File: config.mk
export PLATFORM = sky130hd
export DESIGN_NAME = restador_8bits_secuencial_flat
export DESIGN_NICKNAME = d
export VERILOG_FILES = /design/src/rtl/restador_8bits_secuencial_if.sv /design/src/rtl/restador_8bits_secuencial.sv /design/src/flat_wrapper.sv
export SDC_FILE = /design/constraint.sdc
export NUM_CORES = 1
export LEC_CHECK = 0
export CORE_MARGIN = 8
export CORE_UTILIZATION = 53
export CTS_BUF_LIST = sky130_fd_sc_hd__clkbuf_4 sky130_fd_sc_hd__clkbuf_8 sky130_fd_sc_hd__clkbuf_16
export DETAILED_ROUTE_END_ITERATION = 10
export MAX_ROUTING_LAYER = met4
export PLACE_DENSITY = 0.89
export SLEW_MARGIN = 20
export SYNTH_ARGS = -nofsm -noshare
export SYNTH_HDL_FRONTEND = slang
export SYNTH_SLANG_ARGS = --single-unit
File: constraint.sdc
create_clock -name clk -period 3.9 [get_ports clk]
set_input_delay 0.78 -clock clk [delete_from_list [all_inputs] [get_ports clk]]
set_output_delay 0.78 -clock clk [all_outputs]
set_load 0.02 [all_outputs]
File: src/rtl/restador_8bits_secuencial_if.sv
// Start/done handshake and operand/result bus of the nibble-serial subtractor.
interface restador_8bits_secuencial_if #(
    parameter int unsigned WIDTH = 8
);
    logic             start;
    logic [WIDTH-1:0] A;
    logic [WIDTH-1:0] B;
    logic             Bi;
    logic [WIDTH-1:0] D;
    logic             Bo;
    logic             ovf;
    logic             busy;
    logic             done;

    // Controller side: issues requests, observes results
    modport master (
        output start, A, B, Bi,
        input  D, Bo, ovf, busy, done
    );

    // Subtractor side
    modport slave (
        input  start, A, B, Bi,
        output D, Bo, ovf, busy, done
    );
endinterface

File: src/rtl/restador_8bits_secuencial.sv
// Nibble-serial subtractor: D = A - B - Bi, one NIBBLE-wide slice per clock,
// least-significant slice first, with a start/busy/done handshake.
module restador_8bits_secuencial #(
    parameter int unsigned WIDTH  = 8,
    parameter int unsigned NIBBLE = 4
) (
    input  logic                          clk,
    input  logic                          rst_n,
    restador_8bits_secuencial_if.slave    bus
);
    localparam int unsigned N     = WIDTH / NIBBLE;
    localparam int unsigned IDX_W = (N > 1) ? $clog2(N) : 1;

    // Elaboration-time guard on the slicing geometry
    generate
        if ((NIBBLE == 0) || (WIDTH % NIBBLE != 0)) begin : g_bad_geometry
            $error("WIDTH must be a non-zero multiple of NIBBLE");
        end
    endgenerate

    typedef enum logic [1:0] {
        IDLE = 2'd0,
        CALC = 2'd1,
        DONE = 2'd2
    } state_t;

    state_t             r_state;
    logic [WIDTH-1:0]   r_a;
    logic [WIDTH-1:0]   r_b;
    logic               r_borrow;
    logic [IDX_W-1:0]   r_idx;
    logic [WIDTH-1:0]   r_d;
    logic               r_bo;
    logic               r_ovf;
    logic               r_busy;
    logic               r_done;

    logic [NIBBLE-1:0]  w_a_slice;
    logic [NIBBLE-1:0]  w_b_slice;
    logic [NIBBLE:0]    w_diff;
    logic [NIBBLE-1:0]  w_s;
    logic               w_b_out;
    logic               w_last;
    logic [WIDTH-1:0]   w_slice_mask;
    logic [WIDTH-1:0]   w_slice_val;

    // One nibble of the borrow chain, reused for every slice
    always_comb begin
        w_a_slice    = NIBBLE'(r_a >> (r_idx * NIBBLE));
        w_b_slice    = NIBBLE'(r_b >> (r_idx * NIBBLE));
        w_diff       = {1'b0, w_a_slice} - {1'b0, w_b_slice} - (NIBBLE+1)'(r_borrow);
        w_s          = w_diff[NIBBLE-1:0];
        w_b_out      = w_diff[NIBBLE];
        w_last       = (r_idx == IDX_W'(N - 1));
        w_slice_mask = WIDTH'({NIBBLE{1'b1}}) << (r_idx * NIBBLE);
        w_slice_val  = WIDTH'(w_s) << (r_idx * NIBBLE);
    end

    // Control FSM with registered datapath and handshake outputs
    always_ff @(posedge clk or negedge rst_n) begin
        if (!rst_n) begin
            r_state  <= IDLE;
            r_a      <= '0;
            r_b      <= '0;
            r_borrow <= 1'b0;
            r_idx    <= '0;
            r_d      <= '0;
            r_bo     <= 1'b0;
            r_ovf    <= 1'b0;
            r_busy   <= 1'b0;
            r_done   <= 1'b0;
        end else begin
            case (r_state)
                IDLE: begin
                    if (bus.start) begin
                        r_a      <= bus.A;
                        r_b      <= bus.B;
                        r_borrow <= bus.Bi;
                        r_idx    <= '0;
                        r_d      <= '0;
                        r_bo     <= 1'b0;
                        r_ovf    <= 1'b0;
                        r_busy   <= 1'b1;
                        r_state  <= CALC;
                    end
                end
                CALC: begin
                    r_borrow <= w_b_out;
                    r_d      <= (r_d & ~w_slice_mask) | w_slice_val;
                    r_idx    <= r_idx + IDX_W'(1);
                    if (w_last) begin
                        // Signed overflow of A - B; the borrow-in is deliberately excluded
                        r_bo    <= w_b_out;
                        r_ovf   <= (r_a[WIDTH-1] != r_b[WIDTH-1]) &&
                                   (w_s[NIBBLE-1] != r_a[WIDTH-1]);
                        r_busy  <= 1'b0;
                        r_done  <= 1'b1;
                        r_state <= DONE;
                    end
                end
                DONE: begin
                    r_done  <= 1'b0;
                    r_state <= IDLE;
                end
                default: begin
                    r_busy  <= 1'b0;
                    r_done  <= 1'b0;
                    r_state <= IDLE;
                end
            endcase
        end
    end

    // Drive the bus from the output registers
    assign bus.D    = r_d;
    assign bus.Bo   = r_bo;
    assign bus.ovf  = r_ovf;
    assign bus.busy = r_busy;
    assign bus.done = r_done;

endmodule

File: src/flat_wrapper.sv
// flat-port wrapper written by rule: the top's interface ports become plain ports
module restador_8bits_secuencial_flat 
#(
    parameter int unsigned WIDTH  = 8,
    parameter int unsigned NIBBLE = 4
)
  (clk, rst_n, bus_start, bus_A, bus_B, bus_Bi, bus_D, bus_Bo, bus_ovf, bus_busy, bus_done);
  restador_8bits_secuencial_if #(.WIDTH(WIDTH)) bus_i ();
  input  logic clk;
  input  logic rst_n;
  input wire logic [$bits(bus_i.start)-1:0] bus_start;
  input wire logic [$bits(bus_i.A)-1:0] bus_A;
  input wire logic [$bits(bus_i.B)-1:0] bus_B;
  input wire logic [$bits(bus_i.Bi)-1:0] bus_Bi;
  output wire logic [$bits(bus_i.D)-1:0] bus_D;
  output wire logic [$bits(bus_i.Bo)-1:0] bus_Bo;
  output wire logic [$bits(bus_i.ovf)-1:0] bus_ovf;
  output wire logic [$bits(bus_i.busy)-1:0] bus_busy;
  output wire logic [$bits(bus_i.done)-1:0] bus_done;
  assign bus_i.start = bus_start;
  assign bus_i.A = bus_A;
  assign bus_i.B = bus_B;
  assign bus_i.Bi = bus_Bi;
  assign bus_D = bus_i.D;
  assign bus_Bo = bus_i.Bo;
  assign bus_ovf = bus_i.ovf;
  assign bus_busy = bus_i.busy;
  assign bus_done = bus_i.done;
  restador_8bits_secuencial #(.WIDTH(WIDTH), .NIBBLE(NIBBLE)) u_core (.clk(clk), .rst_n(rst_n), .bus(bus_i));
endmodule
==> metrics.csv, run 1 <==
metric,value,unit
outcome,"finished, final reports clean",
Tmin final,2870,ps
all-layer global routing usage,15.0,%
FF/Latch Area,801,sq um
final core utilization,70.5,%
Detail Placement HPWL,2.28,mm
Multi-input gate area,632,sq um
DRT antenna net count,0,
part of the power in registers,30.7,%
clock sink count,32,
register area share after synthesis,54.2,%
Leak Pwr,0.850,nW
yosys warns,0,
Buffers on Ports,31,
clock root cell,clkbuf_4,
kind of critical path,reg -> reg,
Post-Syn Area,1480,sq um
Post-CTS Setup Bufs,0,
"EDFF count, synth",0,
max_cap viols,0,
Slew headroom,65.6,%
iteration-0 DRC count of the detailed router,48,
vias after detailed routing,1026,
Starting Density,54.5,%
total power,1.97,mW
final hold violations,0,
setup TNS,0,ps
share of layout cells above drive strength 1,22.0,%
Mean Syn Cell Area,13.2,sq um
core area,2710,sq um
DRC viols,0,
CP Capture Type,flip-flop,
final RePlAce weighted congestion,0.820,
crit path DAT,3110,ps
CTS max path bufs,2,
full die area,4730,sq um
Power Dens Cells,1030,nW/um^2
vias per inst,5.67,
CTS Buf Count,5,
grt ovf,0,
global-route wire length before repair,5.07,mm
placed instance count,173,
highest clock rate,0.348,GHz
min-delay worst type,reg -> reg,
hold_buf cts,0,
predominant post-synthesis flop cell,dfrtp_1,
WL met2,1.39,mm
FP Rows,19,
Peak VDD IR,610,uV
ant diodes,0,
drt total wl,3.03,mm
Slew @ Worst Pin,516,ps
Met3 Wirelength,276,um
Clock Latency Late Sink,340,ps
Boundary Pins,32,
clock power share,13.0,%
fin nets,175,
length of routed wiring on met1,1.29,mm
unrepaired setup endpoints after global routing,no,
#FFs+latches synth,32,
Yosys cell types,31,
final non-filler cell total,181,
Clock Pin Slew Worst Setup and Hold Paths,100,ps
combinational share of power,56.3,%
top sig layer,met4,
max-slew violations,0,
switch share,39.1,%
largest net degree at the start of global routing,33,
Fin Clk Skew,8.00,ps
CTS tree,built,
drt first pass iters,4,
# resized after CTS,0,
fillers,203,
worst path required time,4130,ps
number of setup violations in the final report,0,
synthesized net count,138,
area delta synth->final,29.4,%
Chip Width,68.8,um
Pint,1.20,mW
Wirelength per Cell,16.7,um
Tcrit/Tclk final,73.6,%
Cells after Synth,112,
share of synthesized registers carrying an async set or reset,100,%
CP startpoint kind,flip-flop,
Switch Pwr,0.769,mW
vias in the first global route,1104,
H-tree depth,2,
Die Height,68.8,um
initial antenna violation count,0,
crit-path max FO,12,
worst max-delay path, cell delays in order (launching register included):
cell       delay, ps
dfrtp_1          680
mux2_2           410
fa_1             420
ha_1             310
and2_1           150
a221oi_1         380
a2111oi_2        130
a221o_1          280
power groups by stage:
| stage | registers [mW] | clock network (mW) | logic, mW |
|---|---|---|---|
| after global placement | 0.601 | 0 | 1.04 |
| after floorplan | 0.621 | 0 | 0.779 |
| after CTS | 0.605 | 0.260 | 1.11 |
| final | 0.605 | 0.256 | 1.11 |
| after global routing | 0.628 | 0.279 | 1.21 |
| after detailed placement | 0.611 | 0 | 1.10 |
final cells by class:
type                            instances  share of cell area [%]
Clock buffer                            6                    2.36
Timing Repair Buffer                   33                    17.0
Clock inverter                          2                    1.83
Sequential cell                        32                    41.9
Multi-Input combinational cell         68                    33.1
Tap cell                               31                    2.03
Inverter                                9                    1.77
path summary, 6_finish.rpt:
kind | from | end | slack, ps | cells after the start
setup / recovery | u_core.r_idx | u_core.bus.ovf | 1030 | 7
hold / removal | u_core.bus.done | u_core.bus.done | 480 | 1
setup reg to reg | u_core.r_idx | u_core.bus.ovf | 1030 | 7
hold reg to reg | u_core.bus.done | u_core.bus.done | 480 | 1
max in group asynchronous | rst_n | u_core.r_state[1] | 2770 | 2
min in group asynchronous | rst_n | u_core.bus.D[7] | 830 | 2
layout by cell type, fill, tap and decap left out, types with 2 or more instances in the layout:
cell type,instances
a21o_1,2
a21oi_1,2
a22o_1,8
buf_4,2
clkbuf_4,6
clkdlybuf4s50_1,31
dfrtp_1,32
fa_1,2
ha_1,4
inv_1,8
mux2_2,18
mux2i_1,4
nand2_1,2
nand2b_1,3
nor2_1,3
o21ai_0,4
metal layers:
metal  GRT usage (%)  vias up
met1            16.2      503
met4            7.52        0
met2            23.0       37
li1                -      475
met5               -        -
met3            6.79       11
synthesized netlist by cell type, drive strengths merged, types with 2 or more instances:
library cell	number	area (sq um)
a21o	2	15.0
a21oi	2	10.0
a22o	8	70.1
and2	2	15.0
buf	3	15.0
dfrtp	32	801
fa	2	40.0
ha	4	50.1
inv	8	30.0
mux2	19	218
mux2i	4	40.0
nand2	2	7.51
nand2b	3	18.8
nor2	3	11.3
o21ai	4	20.0
cells by family (layout without fill, tap and decap cells):
family,Yosys count,after routing,share of synthesized area [%]
DFF,32,32,54.2
and+or+nand+nor,16,16,6.61
AOI/OAI and AO/OA,21,21,11.1
xor gates and xnor gates,2,2,1.19
muxes,23,23,17.5
buffers and inverters,12,50,3.30
adders and majority gates,6,6,6.10
per-stage QoR:
| stage | hold WS, ps | cell area, sq um | setup slack, ps |
|---|---|---|---|
| 6_report | 485 | 1910 | 1030 |
| 5_1_grt | 526 | 1910 | 866 |
| 4_1_cts | 490 | 1910 | 1080 |
| 3_5_place_dp | 468 | 1830 | 1100 |
| 3_3_place_gp | 466 | 1830 | 1190 |
| 2_1_floorplan | 459 | 1480 | 1300 |
sequential cells by signal, summed over array words and instances, names as in the netlist:
| name | count |
|---|---|
| u_core.r_b | 8 |
| u_core.r_a | 8 |
| u_core.bus.Bo | 1 |
| u_core.r_borrow | 1 |
| u_core.r_state | 2 |
| u_core.bus.done | 1 |
| u_core.bus.busy | 1 |
| u_core.bus.ovf | 1 |
| u_core.bus.D | 8 |
| u_core.r_idx | 1 |
Note: power is estimated with default switching activity, not from simulation.
==> run 2, diff against run 1 <==
Settings changed: CORE_UTILIZATION 53 to 49, PLACE_DENSITY 0.89 to 0.84.
Clock period 3.9 ns to 2.7 ns, I/O delays scaled along.
==> metrics.csv, run 2 (synthesized netlist as in run 1, its figures left out) <==
metric,value,unit,change
global-route wire length before repair,5.04,mm,-0.55%
iteration-0 DRC count of the detailed router,65,,+35%
WP buf/inv,1,,+1
outcome,"finished, final reports clean",,
slowest cell delay on critical path,470,ps,-210 ps
CTS Buf Count,5,,unchanged
Slew headroom,71.3,%,+5.7 points
grt ovf,0,,unchanged
dpl ws,61.4,ps,-1040 ps
full die area,5030,sq um,+6.2%
drt first pass iters,4,,unchanged
vias in the first global route,1087,,-1.5%
crit-path cells,buf_4 > mux2i_1 > fa_1 > ha_1 > nor4b_1 > a221oi_2 > and2_4 > a221o_1,,
largest net degree at the start of global routing,33,,unchanged
max_cap viols,0,,unchanged
hold_buf cts,0,,unchanged
Buffers on Ports,31,,unchanged
highest clock rate,0.380,GHz,+9.1%
CTS max path bufs,2,,unchanged
Fin Clk Skew,6.32,ps,-1.69 ps
CP startpoint kind,flip-flop,,
FP Rows,20,,+1
Starting Density,50.0,%,-4.5 points
Final Worst Setup Slack,69.5,ps,-960 ps
Clock Pin Slew Worst Setup and Hold Paths,100,ps,about the same
Tmin final,2630,ps,-240 ps
Peak VDD IR,777,uV,+27%
Chip Width,70.9,um,+3.1%
Critical-path top delay cell,dfrtp_2,,
Boundary Pins,32,,unchanged
Post-CTS Setup Bufs,0,,unchanged
Detail Placement HPWL,2.36,mm,+3.5%
core area,2950,sq um,+9.0%
Wirelength per Cell,16.3,um,-2.7%
fin nets,177,,+1.1%
final hold violations,0,,unchanged
most frequent cells in the layout,"clkdlybuf4s50_1, dfrtp_1, mux2_2",,
all-layer global routing usage,13.2,%,-1.8 points
DRT antenna net count,0,,unchanged
number of setup violations in the final report,0,,unchanged
crit path DAT,2870,ps,-240 ps
Clock Latency Late Sink,340,ps,about the same
CTS tree,built,,
met3 Use GR,6.07,%,-0.71 points
# resized after CTS,0,,unchanged
initial antenna violation count,0,,unchanged
total power,2.83,mW,+44%
ant diodes,0,,unchanged
clock sink count,32,,unchanged
CP Capture Type,flip-flop,,
CP top delay family,adder cells,,
Power Dens Cells,1480,nW/um^2,+43%
kind of critical path,reg -> reg,,
share of layout cells above drive strength 1,24.3,%,+2.3 points
max-slew violations,0,,unchanged
global-route met1 utilization,14.5,%,-1.7 points
DRC viols,0,,unchanged
grt met2 use,20.4,%,-2.6 points
drt total wl,3.01,mm,-0.56%
vias per inst,5.49,,-3.1%
H-tree depth,2,,unchanged
min-delay worst type,reg -> reg,,
clock root cell,clkbuf_4,,
final RePlAce weighted congestion,0.802,,-2.1%
vias after detailed routing,1016,,-0.97%
Leak Pwr,0.852,nW,+0.25%
Tcrit/Tclk final,97.4,%,+24 points
crit-path max FO,8,,-4
area delta synth->final,29.8,%,
most used routing layer,met2,,
Slew @ Worst Pin,425,ps,-90.9 ps
worst path required time,2930,ps,-1200 ps
Die Height,70.9,um,+3.1%
run 2: final cells by class:
type	instances	area [sq um]
fillers	238	1040
flip-flops and latches	32	802
multi-input cells	68	638
repair buffers	35	340
clock buffers	6	51.3
well taps	33	41.3
inverters	9	33.8
clock inverters	2	10.0
run 2: final timing paths:
kind / slack (ps) / cells after the start / start / end
max: 70 / 8 / u_core.r_idx / u_core.bus.ovf
min: 490 / 1 / u_core.bus.done / u_core.bus.done
max reg2reg: 70 / 8 / u_core.r_idx / u_core.bus.ovf
min reg2reg: 490 / 1 / u_core.bus.done / u_core.bus.done
max in group asynchronous: 1800 / 2 / rst_n / u_core.r_idx
min in group asynchronous: 590 / 2 / rst_n / u_core.r_a[2]
run 2: power breakdown:
| group | total [mW] | internal [mW] | leakage [nW] | switching [mW] |
|---|---|---|---|---|
| Sequential | 0.859 | 0.709 | 0.391 | 0.150 |
| Combinational | 1.68 | 0.863 | 0.423 | 0.822 |
| Clock | 0.289 | 0.124 | 0.0380 | 0.165 |
run 2: routing by layer:
metal  part of all wire (%)  vias to the layer above  wire [um]
met5                      0                        -          0
met4                    1.4                        0         42
met3                    5.1                        4        153
met2                     48                       32       1450
met1                     45                      501       1370
li1                       -                      479          -
run 2: worst reg2reg max path: stages (launching register included):
cell	delay, ps
dfrtp_2	470
buf_4	170
mux2i_1	130
fa_1	450
ha_1	310
nor4b_1	430
a221oi_2	100
and2_4	190
a221o_1	280
run 2: per-stage QoR:
stage | util (%) | instance area, sq um | hold slack, ps | TNS (ps) | cells
floorplan | - | 1480 | 244 | 0 | 112
global placement | 62.6 | 1850 | 468 | 0 | 177
detailed placement | 62.6 | 1850 | 475 | 0 | 177
CTS | 64.7 | 1910 | 497 | 0 | 185
global route | 64.9 | 1920 | 520 | -13.7 | 185
finish | 64.9 | 1920 | 491 | 0 | 185
